$ cat src/rtl/acl_spi_responder.sv
// ADXL362-style SPI responder: mode-0 slave, oversampled in the Clk domain,
// serving ID registers, coherent X/Y/Z snapshots and two writable controls.
module acl_spi_responder #(
  parameter int         SYNC_STAGES = 2,
  parameter logic [7:0] DEVID_AD    = 8'hAD,
  parameter logic [7:0] DEVID_MST   = 8'h1D,
  parameter logic [7:0] PARTID      = 8'hF2
) (
  input  logic        Clk,
  input  logic        Reset,
  input  logic        sclk,
  input  logic        csn,
  input  logic        mosi,
  output logic        miso,
  input  logic [11:0] x_data,
  input  logic [11:0] y_data,
  input  logic [11:0] z_data,
  output logic [7:0]  power_ctl,
  output logic [7:0]  filter_ctl,
  output logic        txn_done,
  output logic [7:0]  txn_count
);

  typedef enum logic [2:0] {IDLE, CMD, ADDR, DATA_RD, DATA_WR, IGNORE} state_t;

  state_t state_reg, state_next;

  logic [SYNC_STAGES-1:0] sclk_sync, csn_sync, mosi_sync;
  logic sclk_d, csn_d;
  logic sclk_s, csn_s, mosi_s;
  logic sclk_rise, sclk_fall, csn_rise, csn_fall;

  logic [7:0]  bit_cnt, bit_cnt_inc;
  logic [6:0]  rx_sr;
  logic [7:0]  rx_byte;
  logic        byte_done;
  logic        cmd_rd;
  logic [7:0]  addr_reg;
  logic [7:0]  tx_sr;
  logic [7:0]  rd_addr, rd_data;
  logic [11:0] x_snap, y_snap, z_snap;

  assign sclk_s = sclk_sync[SYNC_STAGES-1];
  assign csn_s  = csn_sync[SYNC_STAGES-1];
  assign mosi_s = mosi_sync[SYNC_STAGES-1];

  // csn rising edge wins over any sclk edge in the same cycle
  assign csn_rise  = csn_s & ~csn_d;
  assign csn_fall  = ~csn_s & csn_d;
  assign sclk_rise = sclk_s & ~sclk_d & ~csn_rise;
  assign sclk_fall = ~sclk_s & sclk_d & ~csn_rise;

  assign bit_cnt_inc = (bit_cnt == 8'hFF) ? 8'hFF : bit_cnt + 8'd1;
  assign rx_byte     = {rx_sr, mosi_s};
  assign byte_done   = sclk_rise && (state_reg != IDLE) && (bit_cnt_inc[2:0] == 3'd0);

  // Synchronizers and one-cycle-delayed copies for edge detection. The csn
  // chain resets low so that a csn already low at reset release is not seen
  // as a new falling edge; the resulting rise in IDLE is harmless.
  always_ff @(posedge Clk or posedge Reset) begin
    if (Reset) begin
      sclk_sync <= '0;
      csn_sync  <= '0;
      mosi_sync <= '0;
      sclk_d    <= 1'b0;
      csn_d     <= 1'b0;
    end else begin
      sclk_sync <= {sclk_sync[SYNC_STAGES-2:0], sclk};
      csn_sync  <= {csn_sync[SYNC_STAGES-2:0], csn};
      mosi_sync <= {mosi_sync[SYNC_STAGES-2:0], mosi};
      sclk_d    <= sclk_s;
      csn_d     <= csn_s;
    end
  end

  // Register read mux: the address phase looks up the freshly shifted
  // address, the data phase looks ahead to the auto-incremented one.
  assign rd_addr = (state_reg == ADDR) ? rx_byte : addr_reg + 8'd1;

  // Register map lookup; unmapped addresses read as zero
  always_comb begin
    rd_data = 8'h00;
    case (rd_addr)
      8'h00: rd_data = DEVID_AD;
      8'h01: rd_data = DEVID_MST;
      8'h02: rd_data = PARTID;
      8'h08: rd_data = x_snap[11:4];
      8'h09: rd_data = y_snap[11:4];
      8'h0A: rd_data = z_snap[11:4];
      8'h0E: rd_data = x_snap[7:0];
      8'h0F: rd_data = {{4{x_snap[11]}}, x_snap[11:8]};
      8'h10: rd_data = y_snap[7:0];
      8'h11: rd_data = {{4{y_snap[11]}}, y_snap[11:8]};
      8'h12: rd_data = z_snap[7:0];
      8'h13: rd_data = {{4{z_snap[11]}}, z_snap[11:8]};
      8'h2C: rd_data = filter_ctl;
      8'h2D: rd_data = power_ctl;
      default: rd_data = 8'h00;
    endcase
  end

  // FSM state register
  always_ff @(posedge Clk or posedge Reset) begin
    if (Reset) state_reg <= IDLE;
    else       state_reg <= state_next;
  end

  // FSM next-state: byte boundaries advance the phase, csn rise aborts
  always_comb begin
    state_next = state_reg;
    if (csn_rise) begin
      state_next = IDLE;
    end else begin
      case (state_reg)
        IDLE: if (csn_fall) state_next = CMD;
        CMD:  if (byte_done)
                state_next = (rx_byte == 8'h0A || rx_byte == 8'h0B) ? ADDR : IGNORE;
        ADDR: if (byte_done) state_next = cmd_rd ? DATA_RD : DATA_WR;
        default: state_next = state_reg;
      endcase
    end
  end

  // Bit/byte tracking, address handling, tx shifter and snapshot capture
  always_ff @(posedge Clk or posedge Reset) begin
    if (Reset) begin
      bit_cnt  <= 8'd0;
      rx_sr    <= 7'd0;
      cmd_rd   <= 1'b0;
      addr_reg <= 8'd0;
      tx_sr    <= 8'd0;
      x_snap   <= 12'd0;
      y_snap   <= 12'd0;
      z_snap   <= 12'd0;
    end else if (state_reg == IDLE && csn_fall) begin
      bit_cnt <= 8'd0;
      x_snap  <= x_data;
      y_snap  <= y_data;
      z_snap  <= z_data;
    end else if (sclk_rise && state_reg != IDLE) begin
      bit_cnt <= bit_cnt_inc;
      rx_sr   <= rx_byte[6:0];
      if (byte_done) begin
        case (state_reg)
          CMD:     cmd_rd <= (rx_byte == 8'h0B);
          ADDR: begin
            addr_reg <= rx_byte;
            if (cmd_rd) tx_sr <= rd_data;
          end
          DATA_RD: begin
            addr_reg <= addr_reg + 8'd1;
            tx_sr    <= rd_data;
          end
          DATA_WR: addr_reg <= addr_reg + 8'd1;
          default: ;
        endcase
      end
    end else if (sclk_fall && state_reg == DATA_RD) begin
      tx_sr <= {tx_sr[6:0], 1'b0};
    end
  end

  // Writable control registers, updated only on a completed data byte
  always_ff @(posedge Clk or posedge Reset) begin
    if (Reset) begin
      power_ctl  <= 8'h00;
      filter_ctl <= 8'h13;
    end else if (byte_done && state_reg == DATA_WR) begin
      if (addr_reg == 8'h2C) filter_ctl <= rx_byte;
      if (addr_reg == 8'h2D) power_ctl  <= rx_byte;
    end
  end

  // miso: next tx bit on each sclk fall while reading, zero otherwise
  always_ff @(posedge Clk or posedge Reset) begin
    if (Reset)                                miso <= 1'b0;
    else if (csn_rise)                        miso <= 1'b0;
    else if (sclk_fall && state_reg == DATA_RD) miso <= tx_sr[7];
    else if (state_reg != DATA_RD)            miso <= 1'b0;
  end

  // Transaction completion pulse and wrapping counter
  always_ff @(posedge Clk or posedge Reset) begin
    if (Reset) begin
      txn_done  <= 1'b0;
      txn_count <= 8'h00;
    end else begin
      txn_done <= csn_rise && (state_reg != IDLE);
      if (csn_rise && state_reg != IDLE) txn_count <= txn_count + 8'd1;
    end
  end

endmodule

$ cat config.mk
export PLATFORM = sky130hd
export DESIGN_NAME = acl_spi_responder
export DESIGN_NICKNAME = d
export VERILOG_FILES = /design/src/rtl/acl_spi_responder.sv
export SDC_FILE = /design/constraint.sdc
export NUM_CORES = 1
export LEC_CHECK = 0
export BUFFER_PORTS_ARGS = -buffer_cell sky130_fd_sc_hd__clkbuf_2
export CAP_MARGIN = 20
export CORE_MARGIN = 2
export CORE_UTILIZATION = 61
export DETAILED_ROUTE_END_ITERATION = 8
export HOLD_SLACK_MARGIN = 0.12
export PLACE_DENSITY = 0.85
export SYNTH_ARGS = -nofsm -noshare
export SYNTH_HDL_FRONTEND = slang
export SYNTH_SLANG_ARGS = --single-unit
$ cat constraint.sdc
create_clock -name Clk -period 10 [get_ports Clk]
set_input_delay 2 -clock Clk [delete_from_list [all_inputs] [get_ports Clk]]
set_output_delay 2 -clock Clk [all_outputs]
set_load 0.01 [all_outputs]
# Word level (Yosys, flattened, before mapping)
# Index checks and enable logic that the tools add are counted.
# classes
add_sub_neg,3
eq_ne,29
mux,21
bitwise,12
reduce_logical,24
# ops
op,count
8-bit case mux with 14 select lines,1
8-bit 2-to-1 mux,8
8-bit by 4-bit == test with 1-bit output (second input constant),7
8-bit by 5-bit == test with 1-bit output (second input constant),4
8-bit by 6-bit == test with 1-bit output (second input constant),4
8-bit case mux with 2 select lines,2
8-bit by 1-bit adder with 8-bit output (second input constant),3
3-bit 2-to-1 mux,6
3-bit inequality test (second input constant),4
4-bit AND reduction,3
3-bit case mux with 3 select lines,1
8-bit by 1-bit == test with 1-bit output (second input constant),1
8-bit by 2-bit == test with 1-bit output (second input constant),1
8-bit == test (second input constant),1
8-bit logical NOT,1
1-bit AND,6
3-bit by 2-bit == test with 1-bit output (second input constant),2
1-bit logical AND,6
3-bit logical NOT,2
1-bit NOT,6
2-bit AND reduction,3
2-bit nonzero test,3
3-bit nonzero test,2
5-bit AND reduction,1
9 further kinds,11
# word_totals
reg_bits,105

# Logic depth before layout (Yosys ltp)
# Gate-level depths: netlist (run 1).
# depth
word_depth,9
depth_mapped,11

# Least setup slack after synthesis (run 1)
# OpenSTA, ideal clock, no wires.
# synth_path
path_kind,flip-flop to output port
start,register filter_ctl[0]
end,output port filter_ctl[0]
arrival_time_ps,537
t_required_ps,8000
slack_ps,7463
stages_incl_launch_ff,1
path_cell_list,dfstp_2
# synth_lines
element,line,rtl
from (decl),19,"output logic [7:0] filter_ctl,"
from (signal assigned),169,if (addr_reg == 8'h2C) filter_ctl <= rx_byte;
# No word-level cell between the ends.

# Final worst setup path (run 1)
# layout_path
start,register state_reg[0]
end,register tx_sr[2]
# layout_between
elab_chain_len,8
elab_cells_between_ends,34
cone_classes,18 x eq/ne; 6 x mux; 1 x bitwise; 9 x reduce/logical
# layout_rtl
element,line,rtl
from (decl),26,"state_t state_reg, state_next;"
from (signal assigned),105,else state_reg <= state_next;
3-bit by 2-bit == test with 1-bit output,"78, 144",
8-bit 2-to-1 mux,78,assign rd_addr = (state_reg == ADDR) ? rx_byte : addr_reg + 8'd1;
"8-bit by 6-bit == test with 1-bit output, or another cell as far along",83,case (rd_addr)
8-bit case mux with 14 select lines,83,
8-bit 2-to-1 mux,148,if (cmd_rd) tx_sr <= rd_data;
8-bit case mux with 2 select lines,144,case (state_reg)
8-bit 2-to-1 mux,143,if (byte_done) begin
8-bit 2-to-1 mux,140,end else if (sclk_rise && state_reg != IDLE) begin
to (signal assigned),148,
to (signal assigned),152,tx_sr <= rd_data;
to (signal assigned),159,"tx_sr <= {tx_sr[6:0], 1'b0};"
to (decl),39,logic [7:0] tx_sr;
# Parallel ways exist; a longest one is shown, timed or not. The select of a mux whose other input is x is not followed.
# A chain may end at the register's enable or synchronous reset.

==> results.md, run 1 <==
- Die Height: approximately 100 µm
- Crit. path cell count: 8
- Outcome: completed
- Post-Route WL: roughly 15000 µm
- Syn_area_per_cell: 9.011 µm²
- Setup tns final: 0 ns
- GRT Util Overall: between 30% and 40%
- Synth top area share: a little over two fifths
- CP Data Required Time: about 10 ns
- Layout Cells excl Fill: approximately 830
- Routed length per instance: between 15 and 20 µm
- Top delay family on crit path: compound AO/OA/AOI/OAI gates
- CP Buf/Inv Count: 0
- Die W: slightly above 100 µm
- Io pins: 67
- Dpl cell area: 6205 µm²
- Post-synthesis cell type count: 83
- Reg2reg setup slack: 6.47 ns
- Skew-Pair Late Insertion Delay: 0.39 ns
- Slew HR: 31.50%
- DR iter-0 viols: slightly below 500
- Worst path cell trace: nor3_4 > or3_1 > a21oi_1 > a2111oi_2 > o21ai_0 > a21oi_1 > o211ai_1 > a2bb2oi_1
- WP data arrival: 3.80 ns
- Least-Margin Pin Slew: roughly 1 ns
- CTS hold repair buffers: 0
- Startpoint Class: register
- Num CTS Buffers: 9
- Root Driver: clkbuf_8
- DRC violations left: 0
- Final non-filler cell area: 6419 µm²
- Largest net degree at the start of global routing: 55
- Cells after synthesis: about 650
- First-pass GRT wire length: about 25000 µm
- Fraction of layout cells with a size suffix above 1: a little under a fifth
- Hold Vio Cnt, Final: 0
- Top Registers: x_snap: 12 flops, y_snap: 12 flops, z_snap: 12 flops
- Area contributors post-synth: dfrtp_1, nand2_1, a21oi_1
- Clock sink count: between 100 and 150
- Flops & latches, synth: roughly 110
- Hold_ws: 0.3675 ns
- Fin util: between 60% and 70%
- RSZ-0062 raised after global routing: false
- Placed Cells: 809
- Crit. End Element: register
- Critical path class: reg2reg
- FF-to-FF End: tx_sr[2]
- Bufs on Longest Clock Path: 2
- Maximum vdd ir drop: roughly 0.17 mV
- Port Buffers: 66
- Most frequent CP cell: a21oi_1
- Worst-case reg-to-reg path depth: 8
- DR vias/cell: 6.414
- Worst setup startpoint: state_reg[0]
- Post-synthesis sequential area ratio: 44.99%
- Worst path slowest cell: a2111oi_2
- Initial antenna violation count: 0
- Worst min path class: reg2reg
- R2R Path Start: state_reg[0]
- Minimum clock period: between 3 and 4 ns
- Cell Rows: 35
- Worst path max stage delay: around 0.95 ns
- Via count: around 5300
- CTS tree: yes
- FILL cells: 766
- Setup crit end: tx_sr[2]
- Static Leak: between 2 and 3 nW
- Yosys top cell by area: dfrtp_1
- Max Clk Rate: about 280 MHz
- H-tree depth: 3
- Area grow syn2layout: 9.756%
- Post-route ant nets: 0
- Max Slew Vio Count: 0
- First-pass DRT Iterations: 7
- Ant. Diodes: 0
- Vias in the first global route: approximately 5000
- CORE AREA: ~9300 µm²
- Final Cycle Share: a little over a third
- Gr ovfl total: 0
- NumNets Final: 740
- Post-synthesis async set-or-reset flop share: between 90% and 100%
- Hpwl dp: roughly 11000 µm
- Ys flop type: dfrtp_1
- Crit Path Max Fanout: 22
- CTS clk-pin slew, worst paths: ~0.10 ns
- Total die area: approximately 10000 µm²
- Number of buffers added for setup after CTS: 0
- Routability cong.: roughly 1.0
- Setup Skew: roughly 0.019 ns
- # setup viols final: 0
- # Max-Cap Violations: 0
- Synth warnings: 0
- Synthesized area: 5848 µm²
- Post-CTS Resized: 0
- Power Dens Cells: between 200 and 250 nW/µm²
- Initial core utilization: 62.99%
- Post-synth EDFFs: 0
- Post-Syn Nets: between 600 and 700
==> kinds of logic (layout without fill, tap and decap cells) <==
family                     count (synthesis)  in the layout  share of synthesized area (%)
and+or+nand+nor                          279            279                          22.53
AOI/OAI and AO/OA                        168            168                          20.75
DFF                                      105            105                          44.99
buffers and inverters                     56            104                          4.386
muxes                                     19             19                          3.594
xor gates and xnor gates                  15             15                          2.247
adders and majority gates                  7              7                          1.498
==> per-layer routing <==
layer  GRT usage, %  part of all wire, %
met5              0                    0
met4          13.03                  4.0
met3          4.993                  7.3
met2          48.38                   47
met1          42.61                   42
==> cells in the final DEF, fill, tap and decap left out, drive strengths merged, types with 6 or more instances in the layout <==
master / netlist / routed
nand2: 160 / 160
dfrtp: 102 / 102
clkbuf: 21 / 76
a21oi: 41 / 41
nor2: 38 / 38
o21ai: 27 / 27
nand3: 23 / 23
inv: 17 / 22
a22oi: 18 / 18
mux2: 16 / 16
nor3: 12 / 12
o211ai: 11 / 11
a31oi: 9 / 9
xnor2: 8 / 8
a22o: 8 / 8
xor2: 7 / 7
ha: 7 / 7
a21o: 6 / 6
o32ai: 6 / 6
==> layout make-up <==
| type | instances | area (µm²) | area share (%) |
|---|---|---|---|
| multi-input combinational | 488 | 2965 | 46.20 |
| sequential | 105 | 2631 | 40.99 |
| timing repair buffer | 71 | 387.9 | 6.043 |
| tap | 129 | 161.4 | 2.515 |
| clock buffer | 10 | 127.6 | 1.988 |
| clock inverter | 6 | 78.83 | 1.228 |
| inverter | 17 | 66.31 | 1.033 |
==> through the flow <==
step | power [mW] | worst slack [ns]
2_1_floorplan | 1.012 | 5.244
3_3_place_gp | 1.136 | 6.728
3_5_place_dp | 1.163 | 6.606
4_1_cts | 1.440 | 6.572
5_1_grt | 1.538 | 6.245
6_report | 1.451 | 6.473
==> Yosys cell counts (all sizes together), types with 4 or more instances <==
master	number
nand4	5
a31oi	9
o211ai	11
o21ai	27
a211oi	4
nand2	160
nor4	4
nand2b	4
o32ai	6
ha	7
xnor2	8
nor3	12
a21o	6
xor2	7
and2	4
nand3	23
mux2	16
clkbuf	21
and4	5
nor2b	4
a21oi	41
buf	18
and3	5
a22o	8
a22oi	18
nor2	38
dfrtp	102
o22a	4
inv	17
==> worst register-to-register path: cells and delay by family (launching register included) <==
kind	cells	cell delay (ns)
AOI/OAI and AO/OA	6	1.89
and+or+nand+nor	2	0.97
DFF	1	0.57
==> power by group <==
part / internal, mW / total, mW / switching, mW / leakage (nW)
Clock: 0.122 / 0.279 / 0.157 / 0.106
Combinational: 0.189 / 0.467 / 0.278 / 1.51
Sequential: 0.541 / 0.704 / 0.163 / 1.34
Total: 0.852 / 1.45 / 0.598 / 2.96
==> worst min path at each step <==
stage / startpoint / to / cells after the start
floorplan: csn_sync[0] / csn_sync[1] / 0
global placement: mosi_sync[0] / mosi_sync[1] / 0
detailed placement: sclk_sync[0] / sclk_sync[1] / 0
CTS: sclk_sync[0] / sclk_sync[1] / 0
global route: sclk_sync[0] / sclk_sync[1] / 0
finish: sclk_sync[0] / sclk_sync[1] / 0
Power figures use the tool's default switching activity.
==> run 2, diff against run 1 <==
--- a/config.mk
+++ b/config.mk
@@ -8,10 +8,10 @@
 export BUFFER_PORTS_ARGS = -buffer_cell sky130_fd_sc_hd__clkbuf_2
 export CAP_MARGIN = 20
 export CORE_MARGIN = 2
-export CORE_UTILIZATION = 61
+export CORE_UTILIZATION = 59
 export DETAILED_ROUTE_END_ITERATION = 8
 export HOLD_SLACK_MARGIN = 0.12
-export PLACE_DENSITY = 0.85
+export PLACE_DENSITY = 0.82
 export SYNTH_ARGS = -nofsm -noshare
 export SYNTH_HDL_FRONTEND = slang
 export SYNTH_SLANG_ARGS = --single-unit
==> constraint.sdc (replaced) <==
create_clock -name Clk -period 3.3 [get_ports Clk]
set_input_delay 0.66 -clock Clk [delete_from_list [all_inputs] [get_ports Clk]]
set_output_delay 0.66 -clock Clk [all_outputs]
set_load 0.01 [all_outputs]
==> run 2 against run 1 <==
Final cell count grew 1.9%. Sequential cell count is the same. Worst hold slack lost 0.11 ns. Non-clock buffer count grew 12. Routed wire length grew 2.2%. Utilization shrank 2.0 points. First-iteration DRC count shrank 6.6%. Clock skew shrank 0.0049 ns. Largest cell class unchanged.
==> results.md, run 2 (synthesized netlist as in run 1, its figures left out) <==
- Slew HR: between 40 and 50%
- Layout Cells excl Fill: between 800 and 900
- Routability cong.: 0.9558
- WP data arrival: between 3 and 4 ns
- CP Data Required Time: about 3.6 ns
- Final non-filler cell area: 6506 µm²
- Initial core utilization: about three fifths
- Worst-case reg-to-reg path depth: 8
- Port Buffers: 66
- Worst min path class: in2async
- Vias in the first global route: 4973
- Outcome: completed
- Critical path class: reg2reg
- CTS tree: yes
- Max Clk Rate: roughly 320 MHz
- Top Registers: x_snap: 12 flops, y_snap: 12 flops, z_snap: 12 flops
- Commonest non-fill, non-tap cell in the layout: nand2_1
- Die Height: 103.6 µm
- Cell Rows: 36
- RSZ-0062 raised after global routing: false
- Dpl cell area: 6294 µm²
- FILL cells: 819
- Most frequent CP cell: a22oi_1
- Gr ovfl total: 0
- Crit. End Element: register
- Io pins: between 60 and 70
- Max Slew Vio Count: 0
- Fraction of layout cells with a size suffix above 1: approximately a fifth
- Hold Vio Cnt, Final: 0
- Largest net degree at the start of global routing: 43
- Root Driver: clkbuf_8
- Area grow syn2layout: 11.25%
- Initial antenna violation count: 0
- DR vias/cell: around 6.3
- NumNets Final: 752
- FF-to-FF End: tx_sr[4]
- Power Dens Cells: 676.6 nW/µm²
- Most frequent cells in the layout: nand2_1, dfrtp_1, clkbuf_2
- Least-Margin Pin Slew: roughly 0.86 ns
- Ant. Diodes: 0
- R2R Path Start: state_reg[0]
- Hpwl dp: between 10000 and 15000 µm
- DRC violations left: 0
- Static Leak: approximately 3 nW
- Worst path max stage delay: just under 0.7 ns
- # Max-Cap Violations: 0
- First-pass GRT wire length: around 26000 µm
- Setup tns final: 0 ns
- Post-route ant nets: 0
- Startpoint Class: register
- Number of buffers added for setup after CTS: 0
- CTS clk-pin slew, worst paths: about 0.1 ns
- Die W: between 100 and 150 µm
- Crit Path Max Fanout: 18
- Pwr Total: 4.402 mW
- CTS hold repair buffers: 0
- Setup Skew: roughly 0.014 ns
- Reg2reg setup slack: roughly 0.22 ns
- Via count: between 5000 and 6000
- Bufs on Longest Clock Path: 2
- Maximum vdd ir drop: between 0.5 and 0.6 mV
- Post-CTS Resized: 0
- DR iter-0 viols: 453
- Total die area: about 11000 µm²
- # setup viols final: 0
- Placed Cells: between 800 and 900
- Routed length per instance: approximately 19 µm
- Worst path cell trace: or3b_1 > nand2_1 > o22ai_2 > a22oi_1 > o32ai_1 > a21oi_1 > and4_1 > a22oi_1
- Worst path slowest cell: o22ai_2
- Minimum clock period: around 3.1 ns
- Fin util: 67.18%
- Final Cycle Share: roughly 93%
- Clock sink count: between 100 and 150
- Skew-Pair Late Insertion Delay: 0.39 ns
- First-pass DRT Iterations: 5
- Post-Route WL: 15580 µm
- H-tree depth: 3
- GRT Util Overall: 30.12%
- Num CTS Buffers: 9
- CORE AREA: about 9700 µm²
## run 2: final cells by class
class                      count  area [µm²]  area share (%)
tap                          133       166.4           2.558
multi-input combinational    488        2965           45.58
clock inverter                 5       63.81          0.9808
sequential                   105        2631           40.44
timing repair buffer          83       470.5           7.231
inverter                      17       67.56           1.038
clock buffer                  11       141.4           2.173
## run 2: worst max-delay path, delay by kind of cell (launching register included)
family          cells  cell delay (ns)
simple gates        3             0.87
compound gates      5             1.44
flops               1             0.67
## run 2: where the power goes
part	leakage, nW	internal [mW]	switching [mW]	total (mW)
registers	1.34	1.64	0.476	2.12
logic	1.56	0.580	0.864	1.44
clock network	0.106	0.380	0.460	0.840
total	3.01	2.60	1.80	4.40
## run 2: worst max-delay path by stage
stage          slack, ns  endpoint  depth (start not counted)         start
6_report            0.22  tx_sr[4]                          8  state_reg[0]
5_1_grt             0.03  tx_sr[6]                          8  state_reg[0]
4_1_cts             0.26  tx_sr[4]                          8  state_reg[0]
3_5_place_dp        0.29  tx_sr[4]                          8  state_reg[0]
3_3_place_gp        0.36  tx_sr[4]                          8  state_reg[0]
2_1_floorplan       0.85  tx_sr[3]                          8    bit_cnt[0]
## run 2: metrics by stage
stage          setup WS (ns)  hold WS (ns)
3_3_place_gp          0.3628        0.3353
4_1_cts               0.2584        0.2611
2_1_floorplan         0.8463        0.3312
6_report              0.2221        0.2615
3_5_place_dp          0.2910        0.3371
5_1_grt              0.02710        0.2828
## run 2: routing by layer
layer / track usage (%) / wire (µm) / up-vias
li1: - / - / 2432
met1: 40.28 / 6673 / 2585
met2: 49.29 / 7456 / 224
met3: 6.545 / 1035 / 31
met4: 9.749 / 419 / 0
met5: 0 / 0 / -
==> run 3, diff against run 2 <==
--- a/config.mk
+++ b/config.mk
@@ -8,10 +8,10 @@
 export BUFFER_PORTS_ARGS = -buffer_cell sky130_fd_sc_hd__clkbuf_2
 export CAP_MARGIN = 20
 export CORE_MARGIN = 2
-export CORE_UTILIZATION = 59
+export CORE_UTILIZATION = 53
 export DETAILED_ROUTE_END_ITERATION = 8
 export HOLD_SLACK_MARGIN = 0.12
-export PLACE_DENSITY = 0.82
+export PLACE_DENSITY = 0.78
 export SYNTH_ARGS = -nofsm -noshare
 export SYNTH_HDL_FRONTEND = slang
 export SYNTH_SLANG_ARGS = --single-unit
==> constraint.sdc (replaced) <==
create_clock -name Clk -period 2.67 [get_ports Clk]
set_input_delay 0.534 -clock Clk [delete_from_list [all_inputs] [get_ports Clk]]
set_output_delay 0.534 -clock Clk [all_outputs]
set_load 0.01 [all_outputs]
==> run 3 against run 2 <==
Cell area is 7.8% higher. Routed wire length is 5.3% higher. Sequential power is 17% higher. Critical endpoint is now tx_sr[5]. Die area is 11% higher. Utilization is 2.2 points lower. Largest cell class unchanged. Combinational power is 58% higher.
==> results.md, run 3 (synthesized netlist as in run 1, its figures left out) <==
- Hold Vio Cnt, Final: 0
- Die Height: between 100 and 150 µm
- Skew-Pair Late Insertion Delay: 0.39 ns
- Worst min path class: in2async
- Startpoint Class: register
- Dpl cell area: between 6000 and 7000 µm²
- Setup Skew: just over 0.01 ns
- Clock sink count: around 110
- CTS clk-pin slew, worst paths: about 0.10 ns
- Comb pwr share: 38.2%
- Psw: approximately 2.3 mW
- Fin util: about 65%
- R2R Path Start: state_reg[2]
- Pwr Total: between 5 and 6 mW
- Critical path class: reg2reg
- Fraction of layout cells with a size suffix above 1: 27.14%
- Placed Cells: around 870
- Int Pwr: between 3 and 4 mW
- RSZ-0062 raised after global routing: true
- Gr ovfl total: 0
- Final non-filler cell area: 7014 µm²
- Routed length per instance: approximately 18 µm
- Via count: about 5300
- Final Cycle Share: 95.91%
- Area grow syn2layout: 19.94%
- Setup tns final: 0 ns
- Initial core utilization: a little over half
- DR vias/cell: between 6 and 7
- Initial antenna violation count: 0
- H-tree depth: 3
- # Max-Cap Violations: 0
- Crit Path Max Fanout: 20
- WP data arrival: roughly 2.9 ns
- Clock power share: between 20% and 30%
- Flop pwr share: 41.8%
- Top Registers: x_snap: 12 flops, y_snap: 12 flops, z_snap: 12 flops
- CTS tree: yes
- Bufs on Longest Clock Path: 2
- Total die area: approximately 12000 µm²
- Slew HR: 36.76%
- Hold_ws: ~0.16 ns
- Routability cong.: 1.010
- Io pins: 67
- Maximum vdd ir drop: 0.6107 mV
- Post-route ant nets: 0
- DRC violations left: 0
- Die W: roughly 110 µm
- First-pass DRT Iterations: 5
- GRT Util Overall: between 20 and 30%
- Final WS setup: 0.1092 ns
- CP Data Required Time: between 2 and 3 ns
- Pre-CTS WS: 0.04381 ns
- Switching share of power: 39.19%
- Worst-case reg-to-reg path depth: 9
- # setup viols final: 0
- Commonest non-fill, non-tap cell in the layout: nand2_1
- Post-Route WL: 16410 µm
- Layout Cells excl Fill: approximately 890
- Num CTS Buffers: 9
- FF-to-FF End: tx_sr[5]
- Vias in the first global route: 5101
- Root Driver: clkbuf_8
- Reg2reg setup slack: 0.11 ns
- CORE AREA: around 11000 µm²
- Crit. End Element: register
- Hpwl dp: between 10000 and 15000 µm
- Minimum clock period: between 2 and 3 ns
- Static Leak: roughly 3.2 nW
- NumNets Final: 791
- Most frequent cells in the layout: nand2_1, dfrtp_1, clkbuf_2
- Max Slew Vio Count: 0
- Least-Margin Pin Slew: about 0.94 ns
- Outcome: completed
- DR iter-0 viols: 358
- Max Clk Rate: roughly 400 MHz
- Ant. Diodes: 0
- Port Buffers: 66
- Cell Rows: 38
- First-pass GRT wire length: around 26000 µm
- Power Dens Cells: around 850 nW/µm²
- Largest net degree at the start of global routing: 64
run 3: critical path, stage by stage (launching register included):
cell     delay [ns]
dfrtp_1        0.45
or3b_1         0.44
buf_6          0.20
o32ai_4        0.28
nand2_1        0.14
or2_0          0.34
buf_4          0.19
o22a_1         0.17
and4_4         0.18
o21ai_2        0.10
run 3: repair_timing:
action	in CTS	in global routing
hold buffers	0	0
gates resized for setup	1	29
pin swaps	0	6
buffers inserted	0	7
endpoints found under the setup margin	1	8
run 3: area by class of cell:
cell class                 count  area [µm²]
timing repair buffer         122       783.3
sequential                   105        2635
clock inverter                 6       116.4
clock buffer                  10       127.6
fill                         908        3779
multi-input combinational    488        3109
inverter                      17       67.56
tap                          140       175.2
run 3: routing by layer:
layer,vias up,global-route usage (%),share of wire [%]
met5,-,0,0
met4,0,10.71,3.6
met3,37,7.292,6.5
met2,205,45.79,47
met1,2589,39.09,43
li1,2507,-,-
run 3: power by group through the flow:
stage / registers [mW] / logic (mW) / clock network, mW
after floorplan: 2.36 / 1.44 / 0
after global placement: 2.49 / 2.03 / 0
after detailed placement: 2.50 / 2.10 / 0
after CTS: 2.48 / 2.11 / 1.22
after global routing: 2.55 / 2.51 / 1.29
final: 2.49 / 2.28 / 1.20
run 3: worst max path at each step:
stage | cells after the start | start | endpoint | slack [ns]
5_1_grt | 9 | bit_cnt[0] | tx_sr[3] | -0.05
4_1_cts | 9 | addr_reg[1] | tx_sr[5] | 0.02
2_1_floorplan | 8 | bit_cnt[0] | tx_sr[3] | 0.22
3_3_place_gp | 9 | addr_reg[0] | tx_sr[7] | 0.03
6_report | 9 | state_reg[2] | tx_sr[5] | 0.11
3_5_place_dp | 7 | bit_cnt[0] | tx_sr[3] | 0.04
